`src/rtl/uart_frame_parser.sv`:
```
`default_nettype none
// +--------------------------------------------------------------------------+
// | Module   : uart_frame_parser                                             |
// | Function : Frames UART bytes (sync, length, payload, checksum).          |
// |            Buffers the payload until verified, then replays it.          |
// | Revision : 1.0  initial release                                          |
// +--------------------------------------------------------------------------+
module uart_frame_parser #(
    parameter logic [7:0] SYNC_BYTE      = 8'hA5,
    parameter int         MAX_LEN        = 16,
    parameter int         TIMEOUT_CYCLES = 1_000_000
) (
    input  logic       clk_in,
    input  logic       rst_in,
    input  logic       valid_in,
    input  logic [7:0] data_in,
    output logic       out_valid,
    output logic [7:0] out_data,
    output logic       out_last,
    input  logic       out_ready,
    output logic       frame_done,
    output logic       frame_err,
    output logic [1:0] err_code
);

    localparam int c_AW = (MAX_LEN > 1) ? $clog2(MAX_LEN) : 1;
    localparam int c_TW = (TIMEOUT_CYCLES > 1) ? $clog2(TIMEOUT_CYCLES) : 1;
    localparam logic [c_TW-1:0] c_TMO_LAST = c_TW'(TIMEOUT_CYCLES - 1);
    localparam logic [7:0]      c_MAX_LEN  = 8'(MAX_LEN);

    localparam logic [2:0] c_HUNT    = 3'd0;
    localparam logic [2:0] c_LEN     = 3'd1;
    localparam logic [2:0] c_PAYLOAD = 3'd2;
    localparam logic [2:0] c_CHECK   = 3'd3;
    localparam logic [2:0] c_EMIT    = 3'd4;

    localparam logic [1:0] c_ERR_CSUM = 2'd1;
    localparam logic [1:0] c_ERR_LEN  = 2'd2;
    localparam logic [1:0] c_ERR_TMO  = 2'd3;

    logic [2:0]      r_state;
    logic [7:0]      r_len;
    logic [7:0]      r_sum;
    logic [7:0]      r_wr_ptr;
    logic [7:0]      r_rd_ptr;
    logic [c_TW-1:0] r_tmo;
    logic [7:0]      r_mem [0:MAX_LEN-1];
    logic            r_out_valid;
    logic [7:0]      r_out_data;
    logic            r_out_last;
    logic            r_frame_done;
    logic            r_frame_err;
    logic [1:0]      r_err_code;

    logic       w_in_frame;
    logic       w_timeout;
    logic [7:0] w_sum_next;
    logic [7:0] w_rd_next;
    logic       w_accept;
    logic       w_mem_wr;

    assign w_in_frame = (r_state == c_LEN) || (r_state == c_PAYLOAD) || (r_state == c_CHECK);
    assign w_timeout  = w_in_frame && !valid_in && (r_tmo == c_TMO_LAST);
    assign w_sum_next = r_sum + data_in;
    assign w_rd_next  = r_rd_ptr + 8'd1;
    assign w_accept   = r_out_valid && out_ready;
    assign w_mem_wr   = (r_state == c_PAYLOAD) && valid_in;

    // Payload storage has no reset; pointers alone define what is valid.
    always_ff @(posedge clk_in) begin
        if (!rst_in && w_mem_wr) begin
            r_mem[r_wr_ptr[c_AW-1:0]] <= data_in;
        end
    end

    always_ff @(posedge clk_in) begin
        if (rst_in) begin
            r_state      <= c_HUNT;
            r_len        <= 8'd0;
            r_sum        <= 8'd0;
            r_wr_ptr     <= 8'd0;
            r_rd_ptr     <= 8'd0;
            r_tmo        <= '0;
            r_out_valid  <= 1'b0;
            r_out_data   <= 8'd0;
            r_out_last   <= 1'b0;
            r_frame_done <= 1'b0;
            r_frame_err  <= 1'b0;
            r_err_code   <= 2'd0;
        end else begin
            r_frame_done <= 1'b0;
            r_frame_err  <= 1'b0;

            if (!w_in_frame || valid_in) begin
                r_tmo <= '0;
            end else begin
                r_tmo <= r_tmo + 1'b1;
            end

            if (w_timeout) begin
                r_frame_err <= 1'b1;
                r_err_code  <= c_ERR_TMO;
                r_state     <= c_HUNT;
            end else begin
                case (r_state)
                    c_HUNT: begin
                        if (valid_in && (data_in == SYNC_BYTE)) begin
                            r_state <= c_LEN;
                        end
                    end
                    c_LEN: begin
                        if (valid_in) begin
                            r_len    <= data_in;
                            r_sum    <= data_in;
                            r_wr_ptr <= 8'd0;
                            if (data_in > c_MAX_LEN) begin
                                r_frame_err <= 1'b1;
                                r_err_code  <= c_ERR_LEN;
                                r_state     <= c_HUNT;
                            end else if (data_in == 8'd0) begin
                                r_state <= c_CHECK;
                            end else begin
                                r_state <= c_PAYLOAD;
                            end
                        end
                    end
                    c_PAYLOAD: begin
                        if (valid_in) begin
                            r_wr_ptr <= r_wr_ptr + 8'd1;
                            r_sum    <= w_sum_next;
                            if (r_wr_ptr == (r_len - 8'd1)) begin
                                r_state <= c_CHECK;
                            end
                        end
                    end
                    c_CHECK: begin
                        if (valid_in) begin
                            if (w_sum_next != 8'd0) begin
                                r_frame_err <= 1'b1;
                                r_err_code  <= c_ERR_CSUM;
                                r_state     <= c_HUNT;
                            end else if (r_len == 8'd0) begin
                                r_frame_done <= 1'b1;
                                r_state      <= c_HUNT;
                            end else begin
                                // First byte is presented straight from the check-byte cycle.
                                r_rd_ptr    <= 8'd0;
                                r_out_valid <= 1'b1;
                                r_out_data  <= r_mem[0];
                                r_out_last  <= (r_len == 8'd1);
                                r_state     <= c_EMIT;
                            end
                        end
                    end
                    c_EMIT: begin
                        if (w_accept) begin
                            if (r_out_last) begin
                                r_out_valid  <= 1'b0;
                                r_out_last   <= 1'b0;
                                r_frame_done <= 1'b1;
                                r_state      <= c_HUNT;
                            end else begin
                                r_rd_ptr   <= w_rd_next;
                                r_out_data <= r_mem[w_rd_next[c_AW-1:0]];
                                r_out_last <= (w_rd_next == (r_len - 8'd1));
                            end
                        end
                    end
                    default: begin
                        r_state <= c_HUNT;
                    end
                endcase
            end
        end
    end

    assign out_valid  = r_out_valid;
    assign out_data   = r_out_data;
    assign out_last   = r_out_last;
    assign frame_done = r_frame_done;
    assign frame_err  = r_frame_err;
    assign err_code   = r_err_code;

endmodule
`default_nettype wire
```
`config.mk`:
```
export PLATFORM = sky130hd
export DESIGN_NAME = uart_frame_parser
export DESIGN_NICKNAME = d
export VERILOG_FILES = /design/src/rtl/uart_frame_parser.sv
export SDC_FILE = /design/constraint.sdc
export NUM_CORES = 1
export LEC_CHECK = 0
export CORE_ASPECT_RATIO = 0.7
export CORE_MARGIN = 5
export CORE_UTILIZATION = 24
export DETAILED_ROUTE_END_ITERATION = 6
export PLACE_DENSITY = 0.49
export REMOVE_ABC_BUFFERS = 1
export SYNTH_ARGS = -nofsm -noshare
export SYNTH_HDL_FRONTEND = slang
export SYNTH_SLANG_ARGS = --single-unit
```
`constraint.sdc`:
```
create_clock -name clk_in -period 4.33 [get_ports clk_in]
set_input_delay 0.866 -clock clk_in [delete_from_list [all_inputs] [get_ports clk_in]]
set_output_delay 0.866 -clock clk_in [all_outputs]
set_load 0.01 [all_outputs]
```
==> impl_metrics.tcl, run 1 <==
set metrics [dict create \
    status "finished, final reports clean" \
    regArea_um2 5230 \
    synth_edf_count 128 \
    nNetsFinal 743 \
    internal-power_mw 2.89 \
    syn_area_per_cell_um2 13.1 \
    wl_mm 23.1 \
    r2r_slack_ns 1.34 \
    setup_viol_count_final 0 \
    multi_input_area_um2 3380 \
    fill_cells 3680 \
    synth.most_common_cell "edfxtp_1" \
    hold_viol 0 \
    final_antenna_net_count 0 \
    routed.top_layer "met4" \
    grt_pass1_vias 5554 \
    dp_cells 1176 \
    grt.overflow.total 0 \
    tightest_slew_ns 0.900 \
    drc_errors 0 \
    numCtsBuffers 17 \
    die_x_um 239 \
    synth_warnings 0 \
    grt_use_total_pct 11.6 \
    yosysSeqAreaShare_pct 59.1 \
    cp_data_arrival_time_ns 3.90 \
    final_cells 1208 \
    dp_hpwl_mm 16.1 \
    cts_tree "done" \
    power_mw 3.71 \
    rsz0062_at_grt "no" \
    crit_path_top_delay_cell "o21ai_2" \
    fin_tns_setup_ns 0 \
    num_rows 58 \
    cts-root-buf "clkbuf_16" \
    sw_frac_of_total_pct 22.2 \
    path_max_fanout 12 \
    finClkSkew_ns 0.00981 \
    clk_latency_ns 0.43 \
    grt_max_degree 39 \
    combPwrFrac_pct 2.5 \
    cp_slowest_stage_delay_ns 0.58 \
    gp_congestion 0.778 \
    async_flop_share_pct 0 \
    insertedDiodeCount 0 \
    synth.top_cell.area_share_pct 43.5 \
    layout_min_cycle_time_ns 3.61 \
    place.port_buffers 25 \
    synth_top_cell_by_area "edfxtp_1" \
    start_util_pct 24.4 \
    core-area_um2 36100 \
    startpoint_type "input port" \
    dp_slack_ns 0.263 \
    max_slew_margin_pct 39.8 \
    syn_area_um2 8840 \
    die_y_um 171 \
    worst_slack_ns 0.718 \
    vias 5645 \
    htreeDepth 4 \
    cts_buffer_depth 2 \
    drt-met1-wl_mm 12.0 \
    ys.flop_type "edfxtp_1" \
    maxClockFrequency_mhz 277 \
    period_share_pct 83.4 \
    synth_common_cells "edfxtp_1, dfxtp_1, nor2_1" \
    synth_seq_cells 197 \
    netSwitchingPower_mw 0.823 \
    drive_above_1_share_pct 15.4 \
    ctsResizeCount 0 \
    clk_pin_slew_ns 0.07 \
    grt_pass1_wl_mm 35.4 \
    critical_path_class "input port to register" \
    ir_drop_v 0.000262 \
    cts-hold-fix-buffers 0 \
    required_ns 4.62 \
    wl_per_cell_um 19.2 \
    p_per_area_nw_per_um2 359 \
    p_leak_nw 3.22 \
    ys_types 66 \
    crit_path_end_kind "register" \
    slew_viol_final 0 \
    syn-instance-count 673 \
    vias_per_cell 4.67 \
    postCtsSetupBuffers 0 \
    wl_met2_mm 9.49 \
    min_path_type "register to register" \
    wl_met3_mm 1.53 \
    path_cells "clkdlybuf4s50_1 > ha_1 > inv_1 > fa_1 > nand2b_1 > a2111o_1 > o311ai_2 > nor4_2 > and3b_1 > o21ai_2 > a221oi_1" \
    initialDrtViolationCount 491 \
    pin_count 26 \
    seqPwrFrac_pct 53.7 \
    cts_sinks 197 \
    firstDrtPassIters 5 \
    antenna_found_initial 0 \
    syn_to_final_growth_pct 16.9 \
    design.die.area_um2 40800 \
    pwr-share-clk_pct 43.7 \
    netlist_top_cells_area "edfxtp_1, dfxtp_1, mux4_2, xnor2_1, nor2_1" \
    drv_cap 0 \
]
## cells by family (layout without fill, tap and decap cells)
kind of cell	after synthesis	count (layout)	share of synthesized area, %
muxes	40	40	10.5
DFF	197	197	59.1
buffers and inverters	52	107	2.59
adders and majority gates	16	16	2.35
AOI/OAI and AO/OA	92	92	7.49
and+or+nand+nor	222	222	12.5
xor gates and xnor gates	54	54	5.44
## flip-flops by register name, indices dropped and copies added, names as in the netlist
name / cells
err_code: 2
frame_done: 1
frame_err: 1
out_data: 8
out_last: 1
out_valid: 1
r_len: 8
r_mem: 128
r_rd_ptr: 8
r_state: 3
r_sum: 8
r_tmo: 20
r_wr_ptr: 8
## area by class of cell
type / instances / area share [%]
flip-flops and latches: 197 / 50.6
multi-input cells: 424 / 32.7
well taps: 480 / 5.81
repair buffers: 49 / 4.17
clock buffers: 17 / 4.12
clock inverters: 15 / 1.63
inverters: 26 / 0.945
## power by group through the flow
stage	registers, mW	clock network [mW]	logic, mW
floorplan	2.04	0	0.0272
global placement	2.04	0	0.0940
detailed placement	2.04	0	0.0937
CTS	2.00	1.66	0.0938
global route	2.00	1.75	0.102
finish	2.00	1.62	0.0936
## layout by cell type (no fill, tap or decap), drive strengths merged, types with 3 or more instances in the layout
master,netlist,final
a21oi,31,31
a221oi,9,9
a31o,4,4
a31oi,7,7
and3,5,5
buf,9,24
clkbuf,17,17
clkdlybuf4s50,0,25
clkinv,1,7
dfxtp,69,69
edfxtp,128,128
ha,15,15
inv,25,30
mux4,40,40
nand2,51,51
nand2b,6,6
nand3,22,22
nand4,10,10
nand4b,3,3
nor2,69,69
nor2b,3,3
nor3,16,16
nor3b,5,5
nor4,7,7
o21ai,10,10
o22ai,12,12
or3,7,7
or4,5,5
xnor2,31,31
xor2,23,23
## layer usage
layer,vias up,GRT usage [%]
met4,0,2.38
li1,2629,-
met2,123,15.8
met1,2884,18.1
met3,9,3.42
met5,-,0
## metrics by stage
stage | util (%) | instance area (um^2) | hold WS [ns]
6_report | 28.6 | 10300 | 0.466
2_1_floorplan | - | 8700 | 0.438
3_3_place_gp | 26.9 | 9740 | 0.460
4_1_cts | 28.6 | 10300 | 0.472
5_1_grt | 28.6 | 10300 | 0.493
3_5_place_dp | 26.9 | 9740 | 0.461
## worst max-delay path, delay by kind of cell
family / cells / cell delay (ns)
AO/OA/AOI/OAI: 4 / 1.30
AND/OR/NAND/NOR: 3 / 0.58
buffers and inverters: 2 / 0.57
adder cells (fa/ha/maj): 2 / 0.57
## worst paths after layout
check,cells after the start,start,endpoint
worst max register to register,10,r_sum[0],out_data[7]
worst min-delay path,2,out_data[2],out_data[2]
worst min register to register,2,out_data[2],out_data[2]
worst max-delay path,11,data_in[0],out_data[7]
Power figures use the tool's default switching activity.
==> inputs of run 2 (changes only) <==
Clock period 4.33 ns to 3.7 ns, I/O delays scaled along.
==> run 2 against run 1 <==
  * Register-to-register slack worse by 0.59 ns
  * First-iteration DRC count decreased by 1.4%
  * Total power rose by 22%
  * Global-route usage down 0.20 points
  * Clock power up 28%
  * Count of clock-buffer cells in the layout grew 1
  * Critical path depth did not move
==> impl_metrics.tcl, run 2 (synthesized netlist as in run 1, its figures left out) <==
set metrics [dict create \
    gp_congestion 0.781 \
    max_slew_margin_pct 34.1 \
    drv_cap 0 \
    die_y_um 171 \
    nNetsFinal 768 \
    worst_slack_ns 0.246 \
    ir_drop_v 0.000297 \
    reg2reg_depth 10 \
    hold_viol 0 \
    htreeDepth 4 \
    numCtsBuffers 17 \
    grt_max_degree 38 \
    slew_viol_final 0 \
    fin_tns_setup_ns 0 \
    cts_tree "done" \
    vias_per_cell 4.63 \
    layout_min_cycle_time_ns 3.45 \
    crit_path_start "data_in[0]" \
    crit_path_top_delay_cell "o21ai_2" \
    path_depth 11 \
    min_path_cells 2 \
    p_per_area_nw_per_um2 428 \
    path_max_fanout 12 \
    maxClockFrequency_mhz 289 \
    final_antenna_net_count 0 \
    final_common_cell "edfxtp_1" \
    drive_above_1_share_pct 18.1 \
    p_leak_nw 3.37 \
    vias 5703 \
    final_cells 1233 \
    cts_sinks 197 \
    period_share_pct 93.4 \
    dp_cells 1201 \
    min_path_type "register to register" \
    cp_data_arrival_time_ns 3.74 \
    largest_reg_flops 128 \
    wl_mm 23.0 \
    num_rows 58 \
    regArea_um2 5230 \
    clk_pin_slew_ns 0.07 \
    start_util_pct 24.4 \
    pin_count 26 \
    cp_slowest_stage_delay_ns 0.58 \
    multi_input_area_um2 3390 \
    r2r_slack_ns 0.75 \
    path_cells "clkdlybuf4s50_1 > ha_1 > inv_1 > fa_1 > nand2b_1 > a2111o_1 > o311ai_2 > nor4_2 > and3b_1 > o21ai_2 > a221oi_1" \
    cp-endpoint "out_data[0]" \
    clk_latency_ns 0.44 \
    grt_pass1_vias 5446 \
    antenna_found_initial 1 \
    place.port_buffers 25 \
    core-area_um2 36100 \
    startpoint_type "input port" \
    r2r-start "r_sum[0]" \
    die_x_um 239 \
    firstDrtPassIters 5 \
    setup_viol_count_final 0 \
    dp_slack_ns -0.229 \
    path_delay_family "compound AO/OA/AOI/OAI gates" \
    finClkSkew_ns 0.0107 \
    syn_to_final_growth_pct 19.9 \
    grt_use_total_pct 11.4 \
    insertedDiodeCount 0 \
    critPathBufInv 2 \
    fill_cells 3665 \
    postCtsSetupBuffers 0 \
    ctsResizeCount 0 \
    grt_pass1_wl_mm 34.9 \
    cts-hold-fix-buffers 0 \
    wl_per_cell_um 18.6 \
    hold_slack_ns 0.465 \
    timing.rr.end "out_data[0]" \
    cts-root-buf "clkbuf_16" \
    status "finished, final reports clean" \
    cts_buffer_depth 2 \
    rsz0062_at_grt "no" \
    crit_path_end_kind "register" \
    dp_hpwl_mm 16.2 \
    drc_errors 0 \
    tightest_slew_ns 0.984 \
    initialDrtViolationCount 484 \
    design.die.area_um2 40800 \
    most-common-layout-cells "edfxtp_1, nor2_1, dfxtp_1, nand2_1, buf_4" \
    required_ns 3.98 \
    grt.overflow.total 0 \
    critical_path_class "input port to register" \
]
run 2: where the power goes:
| group | leakage (nW) | internal (mW) | total, mW | switching (mW) |
|---|---|---|---|---|
| sequential | 1.71 | 2.33 | 2.34 | 0.000715 |
| combinational | 1.35 | 0.0422 | 0.120 | 0.0783 |
| clock | 0.315 | 1.21 | 2.08 | 0.863 |
| total | 3.37 | 3.59 | 4.53 | 0.942 |
run 2: worst min path at each step:
| stage | start | to | slack, ns |
|---|---|---|---|
| floorplan | r_tmo[0] | r_tmo[0] | 0.44 |
| global placement | out_data[5] | out_data[5] | 0.46 |
| detailed placement | out_data[2] | out_data[2] | 0.46 |
| CTS | out_data[2] | out_data[2] | 0.47 |
| global route | out_data[2] | out_data[2] | 0.49 |
| finish | out_data[2] | out_data[2] | 0.47 |
run 2: through the flow:
step	instance area, um^2	total power, mW	utilization (%)
floorplan	8700	2.42	-
global placement	9940	2.51	27.5
detailed placement	9940	2.51	27.5
CTS	10600	4.56	29.3
global route	10600	4.66	29.3
finish	10600	4.53	29.3
run 2: area by class of cell:
type                    instances  share of cell area [%]
repair buffers                 74                    5.95
well taps                     480                    5.67
clock buffers                  18                    4.05
flip-flops and latches        197                    49.3
inverters                      26                   0.921
clock inverters                14                    2.09
multi-input cells             424                    32.0
run 2: per-layer routing:
layer | global-route usage (%) | wire length, um | vias to the layer above
met5 | 0 | 0 | -
met4 | 2.43 | 153 | 0
met3 | 3.25 | 1410 | 11
met2 | 15.2 | 9400 | 140
met1 | 18.1 | 12000 | 2874
li1 | - | - | 2678
run 2: tightest hold or removal path, delay by kind of cell (launching register included):
kind	cells	cell delay, ns
flip-flops	1	0.31
buffers and inverters	1	0.06
AO/OA/AOI/OAI	1	0.05
==> inputs of run 3 (changes only) <==
Settings changed: CORE_ASPECT_RATIO 0.7 to 1.1, SLEW_MARGIN from default to 10.
==> run 3 against run 2 <==
  * Hold slack improved by 0.0076 ns
  * Global-route usage down 0.33 points
  * Combinational power down 6%
  * Worst setup slack improved by 0.13 ns
  * Critical endpoint unchanged
  * First-iteration DRC count down 26%
  * Register-to-register slack better by 0.17 ns
  * Die area decreased by 0.14%
  * Routed wire length down 5.2%
  * Largest cell class unchanged
  * Via count fell by 2.8%
  * Cell area down 0.93%
  * Critical path depth grew 1
==> impl_metrics.tcl, run 3 (synthesized netlist as in run 1, its figures left out) <==
set metrics [dict create \
    grt_pass1_wl_mm 34.0 \
    max_slew_margin_pct 51.0 \
    cts_sinks 197 \
    design_area_um2 10500 \
    internal-power_mw 3.38 \
    nNetsFinal 765 \
    min_path_type "register to register" \
    required_ns 4.04 \
    dp_hpwl_mm 14.8 \
    netSwitchingPower_mw 0.926 \
    cts_buffer_depth 2 \
    clk_pin_slew_ns 0.07 \
    firstDrtPassIters 5 \
    ir_drop_v 0.000232 \
    wl_met3_um 659 \
    critical_path_class "input port to register" \
    numCtsBuffers 17 \
    design.die.area_um2 40800 \
    clk_latency_ns 0.43 \
    syn_to_final_growth_pct 18.8 \
    pin_count 26 \
    cp_data_arrival_time_ns 3.66 \
    wl_met2_mm 11.0 \
    insertedDiodeCount 0 \
    grt_use_total_pct 11.1 \
    most-common-layout-cells "edfxtp_1, nor2_1, dfxtp_1, nand2_1, buf_4" \
    place_area_um2 9910 \
    layout_min_cycle_time_ns 3.33 \
    drive_above_1_share_pct 17.4 \
    drt-met1-wl_mm 9.83 \
    combPwrFrac_pct 2.6 \
    finClkSkew_ns 0.00882 \
    p_per_area_nw_per_um2 410 \
    die_x_um 193 \
    wl_mm 21.8 \
    final_antenna_net_count 0 \
    cts-hold-fix-buffers 0 \
    tightest_slew_ns 0.734 \
    start_util_pct 24.4 \
    path_max_fanout 12 \
    cts_tree "done" \
    crit_path_end_kind "register" \
    drc_errors 0 \
    wl_per_cell_um 17.7 \
    dp_slack_ns -0.294 \
    gp_congestion 0.743 \
    vias 5541 \
    num_rows 73 \
    fin_tns_setup_ns 0 \
    antenna_found_initial 0 \
    postCtsSetupBuffers 0 \
    seqPwrFrac_pct 54.2 \
    grt_pass1_vias 5566 \
    grt_max_degree 38 \
    final_util_pct 28.9 \
    cts-root-buf "clkbuf_16" \
    htreeDepth 4 \
    pwr-share-clk_pct 43.1 \
    period_share_pct 89.9 \
    routed.top_layer "met4" \
    dp_cells 1205 \
    grt.overflow.total 0 \
    initialDrtViolationCount 357 \
    place.port_buffers 25 \
    final_cells 1234 \
    slew_viol_final 0 \
    die_y_um 211 \
    core-area_um2 36300 \
    setup_viol_count_final 0 \
    final_common_cell "edfxtp_1" \
    sw_frac_of_total_pct 21.5 \
    hold_viol 0 \
    largest_reg_flops 128 \
    rsz0062_at_grt "no" \
    p_leak_nw 3.31 \
    drv_cap 0 \
    status "finished, final reports clean" \
    maxClockFrequency_mhz 301 \
    startpoint_type "input port" \
    vias_per_cell 4.49 \
    fill_cells 3697 \
    worst_slack_ns 0.374 \
]
run 3: cell types whose count changed in the layout (fill, tap and decap cells not counted):
cell and delta:
inv_6 -1, clkinv_1 -1, o21ai_4 +1, bufinv_16 -3, clkinv_2 -1, buf_12 -1
nor3b_1 +1, inv_8 +1, clkinvlp_2 +1, nor3b_2 -1, clkinv_8 +1, buf_4 -2
o21ai_2 -1
run 3: layout make-up:
class | instances | area [um^2] | share of cell area (%)
inverters | 26 | 97.6 | 0.930
multi-input cells | 424 | 3390 | 32.3
well taps | 487 | 609 | 5.81
clock buffers | 18 | 429 | 4.09
repair buffers | 71 | 596 | 5.68
clock inverters | 11 | 146 | 1.40
flip-flops and latches | 197 | 5230 | 49.8
run 3: layer usage:
layer  track usage, %  up-vias
met3             2.08       19
met2             18.6       98
met5                0        -
li1                 -     2676
met4             3.37        0
met1             14.5     2748
run 3: worst max-delay path, stage by stage:
cell and delay, ns:
clkdlybuf4s50_1 0.45, buf_4 0.12, ha_1 0.18, inv_1 0.06, fa_1 0.39, xnor2_1 0.15
nor3b_1 0.35, nand4b_1 0.19, nor4_2 0.19, and3b_1 0.33, o21ai_4 0.17, a221oi_1 0.32
run 3: worst paths after layout:
kind	start	end	slack [ns]	cells after the start
max reg2reg	r_sum[0]	out_data[0]	0.92	10
min	out_data[6]	out_data[6]	0.47	2
min reg2reg	out_data[6]	out_data[6]	0.47	2
max	data_in[0]	out_data[0]	0.37	12
run 3: repair_timing:
action,4_1_cts,5_1_grt
hold endpoints to repair,0,0
resized for setup,0,1
endpoints found under the setup margin,0,2
run 3: power by group through the flow:
stage | clock network [mW] | registers [mW] | logic, mW
after floorplan | 0 | 2.39 | 0.0318
after global placement | 0 | 2.39 | 0.117
after detailed placement | 0 | 2.39 | 0.117
after CTS | 1.91 | 2.34 | 0.117
after global routing | 2.00 | 2.33 | 0.125
final | 1.86 | 2.34 | 0.113
run 3: metrics by stage:
| step | power, mW | hold WS (ns) |
|---|---|---|
| 3_3_place_gp | 2.50 | 0.463 |
| 2_1_floorplan | 2.42 | 0.438 |
| 4_1_cts | 4.36 | 0.477 |
| 5_1_grt | 4.46 | 0.492 |
| 6_report | 4.31 | 0.473 |
| 3_5_place_dp | 2.50 | 0.460 |
